## config.mk

```make
export PLATFORM = sky130hd
export DESIGN_NAME = i2c_cmd_sequencer
export DESIGN_NICKNAME = d
export VERILOG_FILES = /design/src/rtl/i2c_seq_pkg.sv /design/src/rtl/frame_byte_mux.sv /design/src/rtl/i2c_cmd_sequencer.sv
export SDC_FILE = /design/constraint.sdc
export NUM_CORES = 1
export LEC_CHECK = 0
export ABC_AREA = 1
export CAP_MARGIN = 10
export CORE_MARGIN = 2
export CORE_UTILIZATION = 59
export CTS_BUF_LIST = sky130_fd_sc_hd__clkbuf_4 sky130_fd_sc_hd__clkbuf_8
export CTS_CLUSTER_DIAMETER = 50
export CTS_CLUSTER_SIZE = 12
export DETAILED_ROUTE_END_ITERATION = 12
export PLACE_DENSITY_LB_ADDON = 0.1
export RECOVER_POWER = 25
export SLEW_MARGIN = 40
export SYNTH_ARGS = -nofsm -noshare
export SYNTH_HDL_FRONTEND = slang
export SYNTH_HIERARCHICAL = 1
export SYNTH_SLANG_ARGS = --single-unit
export TNS_END_PERCENT = 50
```

## constraint.sdc

```tcl
create_clock -name clk -period 3.6 [get_ports clk]
set_input_delay 0.54 -clock clk [delete_from_list [all_inputs] [get_ports clk]]
set_output_delay 0.54 -clock clk [all_outputs]
set_load 0.02 [all_outputs]
```

## src/rtl/i2c_seq_pkg.sv

```systemverilog
// ---------------------------------------------------------------------------
// i2c_seq_pkg
// Shared definitions for the I2C command sequencer: FSM state encodings,
// frame length and the default 7-bit target address.
// ---------------------------------------------------------------------------
package i2c_seq_pkg;

    // State encodings are visible on the st output (LEDs), so the values
    // are pinned explicitly rather than left to the tool.
    typedef enum logic [3:0] {
        ST_IDLE  = 4'd0,
        ST_ISSUE = 4'd1,
        ST_WAIT  = 4'd2,
        ST_DONE  = 4'd3,
        ST_ERR   = 4'd4
    } seq_state_t;

    localparam int         FRAME_BYTES        = 10;
    localparam logic [3:0] LAST_IDX           = 4'(FRAME_BYTES - 1);
    localparam logic [6:0] DEFAULT_SLAVE_ADDR = 7'b0001101;

endpackage

```

## src/rtl/frame_byte_mux.sv

```systemverilog
// ---------------------------------------------------------------------------
// frame_byte_mux
// Purely combinational selection of one byte of the 10-byte I2C frame.
//   frame    in  66  latched command {op[1:0], opA[31:0], opB[31:0]}
//   idx      in  4   byte index 0..9
//   sel_byte out 8   byte to transmit at that index
// Frame layout: address+W, op, opA (MSB first), opB (MSB first).
// ---------------------------------------------------------------------------
module frame_byte_mux
    import i2c_seq_pkg::*;
#(
    parameter logic [6:0] SLAVE_ADDR = DEFAULT_SLAVE_ADDR
) (
    input  logic [65:0] frame,
    input  logic [3:0]  idx,
    output logic [7:0]  sel_byte
);

    // Index 0 never depends on the frame contents, which lets the top
    // select the address byte before the new command has been latched.
    always_comb begin
        sel_byte = 8'h00;
        case (idx)
            4'd0:    sel_byte = {SLAVE_ADDR, 1'b0};
            4'd1:    sel_byte = {6'b000000, frame[65:64]};
            4'd2:    sel_byte = frame[63:56];
            4'd3:    sel_byte = frame[55:48];
            4'd4:    sel_byte = frame[47:40];
            4'd5:    sel_byte = frame[39:32];
            4'd6:    sel_byte = frame[31:24];
            4'd7:    sel_byte = frame[23:16];
            4'd8:    sel_byte = frame[15:8];
            4'd9:    sel_byte = frame[7:0];
            default: sel_byte = 8'h00;
        endcase
    end

endmodule

```

## src/rtl/i2c_cmd_sequencer.sv

```systemverilog
// ---------------------------------------------------------------------------
// i2c_cmd_sequencer
// Turns one 66-bit command into a 10-byte I2C write frame, handing bytes one
// at a time to a byte-level I2C master, with NACK retry and per-byte timeout.
//   clk        in   1   clock, rising edge
//   reset      in   1   synchronous active-high reset
//   cmd_in     in   66  {op[1:0], opA[31:0], opB[31:0]}
//   cmd_valid  in   1   cmd_in valid
//   cmd_ready  out  1   high only in IDLE
//   m_req      out  1   one-cycle byte request to the master
//   m_byte     out  8   byte to send (valid with m_req)
//   m_start    out  1   START before this byte (first byte only)
//   m_stop     out  1   STOP after this byte (last byte only)
//   m_done     in   1   master finished the byte
//   m_nack     in   1   target NACKed (valid with m_done)
//   done       out  1   one-cycle frame-complete pulse
//   err        out  1   one-cycle frame-abandoned pulse
//   st         out  4   current state
//   op         out  2   op field of the latched command
// ---------------------------------------------------------------------------
module i2c_cmd_sequencer
    import i2c_seq_pkg::*;
#(
    parameter logic [6:0] SLAVE_ADDR  = DEFAULT_SLAVE_ADDR,
    parameter int         MAX_RETRY   = 2,
    parameter int         TIMEOUT_CYC = 100000
) (
    input  logic        clk,
    input  logic        reset,
    input  logic [65:0] cmd_in,
    input  logic        cmd_valid,
    output logic        cmd_ready,
    output logic        m_req,
    output logic [7:0]  m_byte,
    output logic        m_start,
    output logic        m_stop,
    input  logic        m_done,
    input  logic        m_nack,
    output logic        done,
    output logic        err,
    output logic [3:0]  st,
    output logic [1:0]  op
);

    localparam int             TW          = (TIMEOUT_CYC > 1) ? $clog2(TIMEOUT_CYC) : 1;
    localparam logic [TW-1:0]  TC_LAST     = TW'(TIMEOUT_CYC - 1);
    localparam logic [7:0]     RETRY_LIMIT = 8'(MAX_RETRY);

    seq_state_t    state;
    logic [65:0]   cmd_q;
    logic [3:0]    idx;
    logic [3:0]    nxt_idx;
    logic [7:0]    retries;
    logic [TW-1:0] tcnt;
    logic [7:0]    nxt_byte;

    assign cmd_ready = (state == ST_IDLE);
    assign st        = state;
    assign op        = cmd_q[65:64];

    // Index of the byte about to be issued. m_req/m_byte are registered, so
    // the byte is looked up with the index the FSM is moving to: idx+1 after
    // an ACK, and 0 for both a fresh command and a NACK restart.
    always_comb begin
        nxt_idx = 4'd0;
        if (state == ST_WAIT && m_done && !m_nack && idx != LAST_IDX) begin
            nxt_idx = idx + 4'd1;
        end
    end

    frame_byte_mux #(
        .SLAVE_ADDR(SLAVE_ADDR)
    ) u_frame_byte_mux (
        .frame   (cmd_q),
        .idx     (nxt_idx),
        .sel_byte(nxt_byte)
    );

    // Main sequencer. All pulse outputs default low each cycle and are set
    // on the transition into the state that owns them, so m_req is high for
    // exactly the ISSUE cycle, done for DONE and err for ERR. A reset in the
    // middle of a frame simply drops everything; the master recovers the bus.
    always_ff @(posedge clk) begin
        if (reset) begin
            state   <= ST_IDLE;
            cmd_q   <= '0;
            idx     <= 4'd0;
            retries <= 8'd0;
            tcnt    <= '0;
            m_req   <= 1'b0;
            m_byte  <= 8'h00;
            m_start <= 1'b0;
            m_stop  <= 1'b0;
            done    <= 1'b0;
            err     <= 1'b0;
        end else begin
            m_req   <= 1'b0;
            m_byte  <= 8'h00;
            m_start <= 1'b0;
            m_stop  <= 1'b0;
            done    <= 1'b0;
            err     <= 1'b0;

            case (state)
                ST_IDLE: begin
                    if (cmd_valid) begin
                        cmd_q   <= cmd_in;
                        idx     <= 4'd0;
                        retries <= 8'd0;
                        state   <= ST_ISSUE;
                        m_req   <= 1'b1;
                        m_byte  <= nxt_byte;
                        m_start <= 1'b1;
                        m_stop  <= 1'b0;
                    end
                end

                ST_ISSUE: begin
                    tcnt  <= '0;
                    state <= ST_WAIT;
                end

                // m_done wins over a coincident timeout terminal count.
                ST_WAIT: begin
                    if (m_done) begin
                        if (!m_nack) begin
                            if (idx == LAST_IDX) begin
                                state <= ST_DONE;
                                done  <= 1'b1;
                            end else begin
                                idx     <= nxt_idx;
                                state   <= ST_ISSUE;
                                m_req   <= 1'b1;
                                m_byte  <= nxt_byte;
                                m_start <= 1'b0;
                                m_stop  <= (nxt_idx == LAST_IDX);
                            end
                        end else if (retries < RETRY_LIMIT) begin
                            retries <= retries + 8'd1;
                            idx     <= 4'd0;
                            state   <= ST_ISSUE;
                            m_req   <= 1'b1;
                            m_byte  <= nxt_byte;
                            m_start <= 1'b1;
                            m_stop  <= 1'b0;
                        end else begin
                            state <= ST_ERR;
                            err   <= 1'b1;
                        end
                    end else if (tcnt == TC_LAST) begin
                        state <= ST_ERR;
                        err   <= 1'b1;
                    end else begin
                        tcnt <= tcnt + 1'b1;
                    end
                end

                ST_DONE: state <= ST_IDLE;
                ST_ERR:  state <= ST_IDLE;
                default: state <= ST_IDLE;
            endcase
        end
    end

endmodule

```

==> results.txt <==
The flow ran to the end, and the final reports show no timing, DRC or antenna violations. The cell with the biggest individual delay on the critical path is nor2_2. The compound-cell area share of the yosys netlist came out at 0.0980.

The placed cell count came out at 930. The clock net in this run drives a total of 111 sinks. The worst register-to-register path has a depth of 14. Of the total power, the share spent switching nets is 0.310. The filler cells instantiated in the layout total 718.

The signal on the critical path passes through inv_1, nor2_4, nand2_1, inv_1, nand3_1, nor2_1, inv_2, nor2_2, nand2_1, nor2_1, nor2_1, nand3_1, inv_1, nor2_1. The share of the core filled with cells in the final layout came out at 0.721. The number of setup violations in the final report came out at 0. The root buffer cell chosen for the clock tree is clkbuf_8. The combinational family with the most area after synthesis is simple AND/OR/NAND/NOR gates. The total power divided by cell area is 417 mW/mm2. The highest fanout seen on the critical path came out at 15.

The area share of and/or/nand/nor cells after synthesis is 0.384. The HPWL after detailed placement is 9840 um. Summing all placed instances gives a cell area of 0.00608 mm2. In the layout the commonest cells are nand2_1, nand3_1, dfxtp_1, nor2_1, clkdlybuf4s50_1. The remaining global-route overflow is 0. The H-tree level count came out at 3.

The detailed-route wire length came out at 13700 um. Between clock sinks in the finished design, the worst skew comes to 0.0163 ns. In this run the cell area of the synthesized design comes to 0.00525 mm2. Of the cells placed in the final design, the portion with a size suffix greater than 1 is 0.0477. The arithmetic-cell share of the synthesized area counting full adders, half adders and majority gates came out at 0.00953. The clock transition time at the flip-flop clock pins of the worst setup and hold paths is 0.11 ns. The starting density of the core came out at 0.605.

The count of antenna-violating nets left after detailed routing came out at 0. The area of the placeable core came out at 0.00868 mm2. The sequential element share of the synthesized area is 0.423. The chip width came out at 98.3 um.

The start point of the worst hold path is retries[5]. The count of boundary I/O pins came out at 91. The first-pass GRT wire length came out at 23100 um. Setup repair after global routing left no endpoint under its margin. The clock group share of total power came out at 0.274. For this run, design rule violations remaining after detail routing come to 0. Counting both buffers and inverters, the worst setup path holds a total of 4. Routability-driven placement finished with a final weighted congestion of 0.898. The via total after detailed routing is 5256. The max-slew violation total from the final report is 0.

Subtracting the final worst setup slack from the clock period gives 2.86 ns. In the final routed layout, each cell accounts on average for 14.4 um. The worst-case register-to-register setup slack came out at 0.74 ns. The xor/xnor share of the synthesized area came out at 0.00667. The overall global routing resource usage is 0.289.

Grouping stages by cell kind, the critical path spends the most delay in simple AND/OR/NAND/NOR gates. The count of different cell masters after synthesis came out at 32. The floorplan has 34 rows.

The final-stage net count came out at 908. The number of hold buffers added after CTS came out at 0. In this run the worst hold path is classified as reg -> reg. The die covers 0.00967 mm2. The worst setup path is captured at a flop. The total of cells resized after clock tree synthesis came out at 0. The cell-internal power is 1.80 mW. The worst hold path terminates at retries[5]. Leaving out fill and tap cells, the most frequent cell in the layout is nand2_1. The worst register-to-register path begins at st[1]. The delay of the slowest cell on the worst path is 0.51 ns. The clock latency on the worst-skew pair is 0.38 ns. The kind of critical path is reg -> reg.

The net count of the mapped netlist is 848. The total of warnings raised by yosys is 6. The area growth from synthesis to layout is 19.2%. The share of the clock period used by the worst path after layout came out at 0.795.

0 antenna diodes ended up in the layout. The number of cells in the finished layout apart from fillers came out at 946. In this run the vertical extent of the chip is 98.3 um. The switching power summed over all nets came out at 808 uW.

In this run the critical register-to-register path is captured at m_byte[3]. The number of port buffers came out at 89. The number of violations reported at the end of detailed-routing iteration 0 came out at 400. The cell that appears most often on the critical path is nor2_1. Of all cell types, the one taking the most synthesized area is dfxtp_1. Headroom to the max-slew limit came out at 0.0558.

Max-cap violations in this run came to 0. For the pin with the worst max-slew slack, the measured transition is 1.42 ns. After detailed routing, the number of vias per cell comes to 5.56.

Counting the buffers created by CTS gives 9. Post-CTS timing repair inserted 0 buffers for setup. In the final timing run, aggregate negative setup slack is 0 ns. By area the synthesized netlist is led by dfxtp_1, nand2_1, nand3_1, a21oi_1, nor2_1. TritonCTS built the clock tree. IR analysis of the VDD net gives a maximum drop of 236 uV.

The power share of the combinational group came out at 0.196. The data required time of the critical path came out at 3.90 ns. STA classifies the critical path startpoint as a flop.

The pre-antenna-repair detailed-routing pass consisted of 5 iterations. For this run, the top clock speed supported by timing is 349 MHz. The post-synthesis area per instance came out at 6.79 um2. The proportion of power drawn by flip-flops and latches is 0.530.

The number of synthesized register bits came out at 111. The top cell type's share of synthesized area came out at 0.423. The final hold violation count is 0. The number of buffers on the longest clock path is 2. The number of antenna violations at the first check in global routing came out at 0. The via count of the first global-routing pass came out at 4896. The final instance area is 0.00626 mm2.

The gate count of the mapped netlist is 773. The analysis attributes to cell leakage a power of 2.42 nW. The data arrival time of the critical path is 3.16 ns. The number of cells on the worst hold path is 2. The mux contribution to synthesized area came out at 0. Entering global routing, the biggest net connects 67 pins.
-- layer usage --
metal | GRT usage | wire (um) | vias to the layer above
li1 | - | - | 2630
met1 | 0.417 | 6210 | 2402
met2 | 0.450 | 6140 | 205
met3 | 0.0444 | 1100 | 19
met4 | 0.0832 | 203 | 0
met5 | 0 | 0 | -
-- area by class of cell --
class / count / area (um2) / share of cell area
clock buffers: 11 / 145 / 0.0232
clock inverters: 5 / 42.5 / 0.00680
inverters: 48 / 180 / 0.0288
multi-input cells: 569 / 2620 / 0.418
flip-flops and latches: 111 / 2220 / 0.355
well taps: 108 / 135 / 0.0216
repair buffers: 94 / 913 / 0.146
-- cells in the mapped netlist (all sizes together) --
cell,n
xnor2,2
a31oi,1
o21bai,2
nor3,4
nor2,105
clkbuf,23
a22oi,2
nand4,10
ha,4
or2,2
dfxtp,111
conb,1
nand2,198
o21ai,8
nand3,140
inv,48
buf,22
a21oi,86
xor2,2
o211ai,1
nor4,1
-- per-stage QoR --
stage / hold WS, ns / total power [mW] / setup WS (ns)
final: 0.447 / 2.61 / 0.739
after global routing: 0.469 / 2.73 / 0.454
after CTS: 0.453 / 2.62 / 0.944
after detailed placement: 0.435 / 1.92 / 0.650
after global placement: 0.427 / 1.90 / 0.811
after floorplan: 0.419 / 1.73 / 1.44
-- cell families after synthesis --
group	count (synthesis)
simple gates	460
xor+xnor	4
compound gates	100
flops	111
fa+ha+maj	4
buf+inv	93
other cells	1
-- tightest hold or removal path: stages (launching register included) --
cell and delay, ns:
dfxtp_1 0.33, nand2_1 0.06, nor2_1 0.03
-- registers in the layout, summed over array words and instances (netlist names) --
| register | flops |
|---|---|
| m_stop | 1 |
| m_start | 1 |
| done | 1 |
| m_byte | 8 |
| retries | 8 |
| err | 1 |
| idx | 4 |
| st | 3 |
| m_req | 1 |
| cmd_q | 66 |
| tcnt | 17 |
-- worst max path at each step --
| stage | cells past startpoint | from | end | slack [ns] |
|---|---|---|---|---|
| 2_1_floorplan | 15 | st[1] | m_byte[4] | 1.44 |
| 3_3_place_gp | 15 | m_done | m_byte[2] | 0.81 |
| 3_5_place_dp | 13 | m_done | m_byte[3] | 0.65 |
| 4_1_cts | 14 | st[1] | m_byte[3] | 0.94 |
| 5_1_grt | 14 | st[1] | m_byte[3] | 0.45 |
| 6_report | 14 | st[1] | m_byte[3] | 0.74 |
-- power groups by stage --
stage,registers (mW),clock network [mW],logic (mW)
final,1.38,0.713,0.512
after global routing,1.39,0.767,0.572
after CTS,1.38,0.721,0.515
after detailed placement,1.41,0,0.513
after global placement,1.41,0,0.497
after floorplan,1.40,0,0.331
No activity file was read; power rests on OpenSTA's default activity.
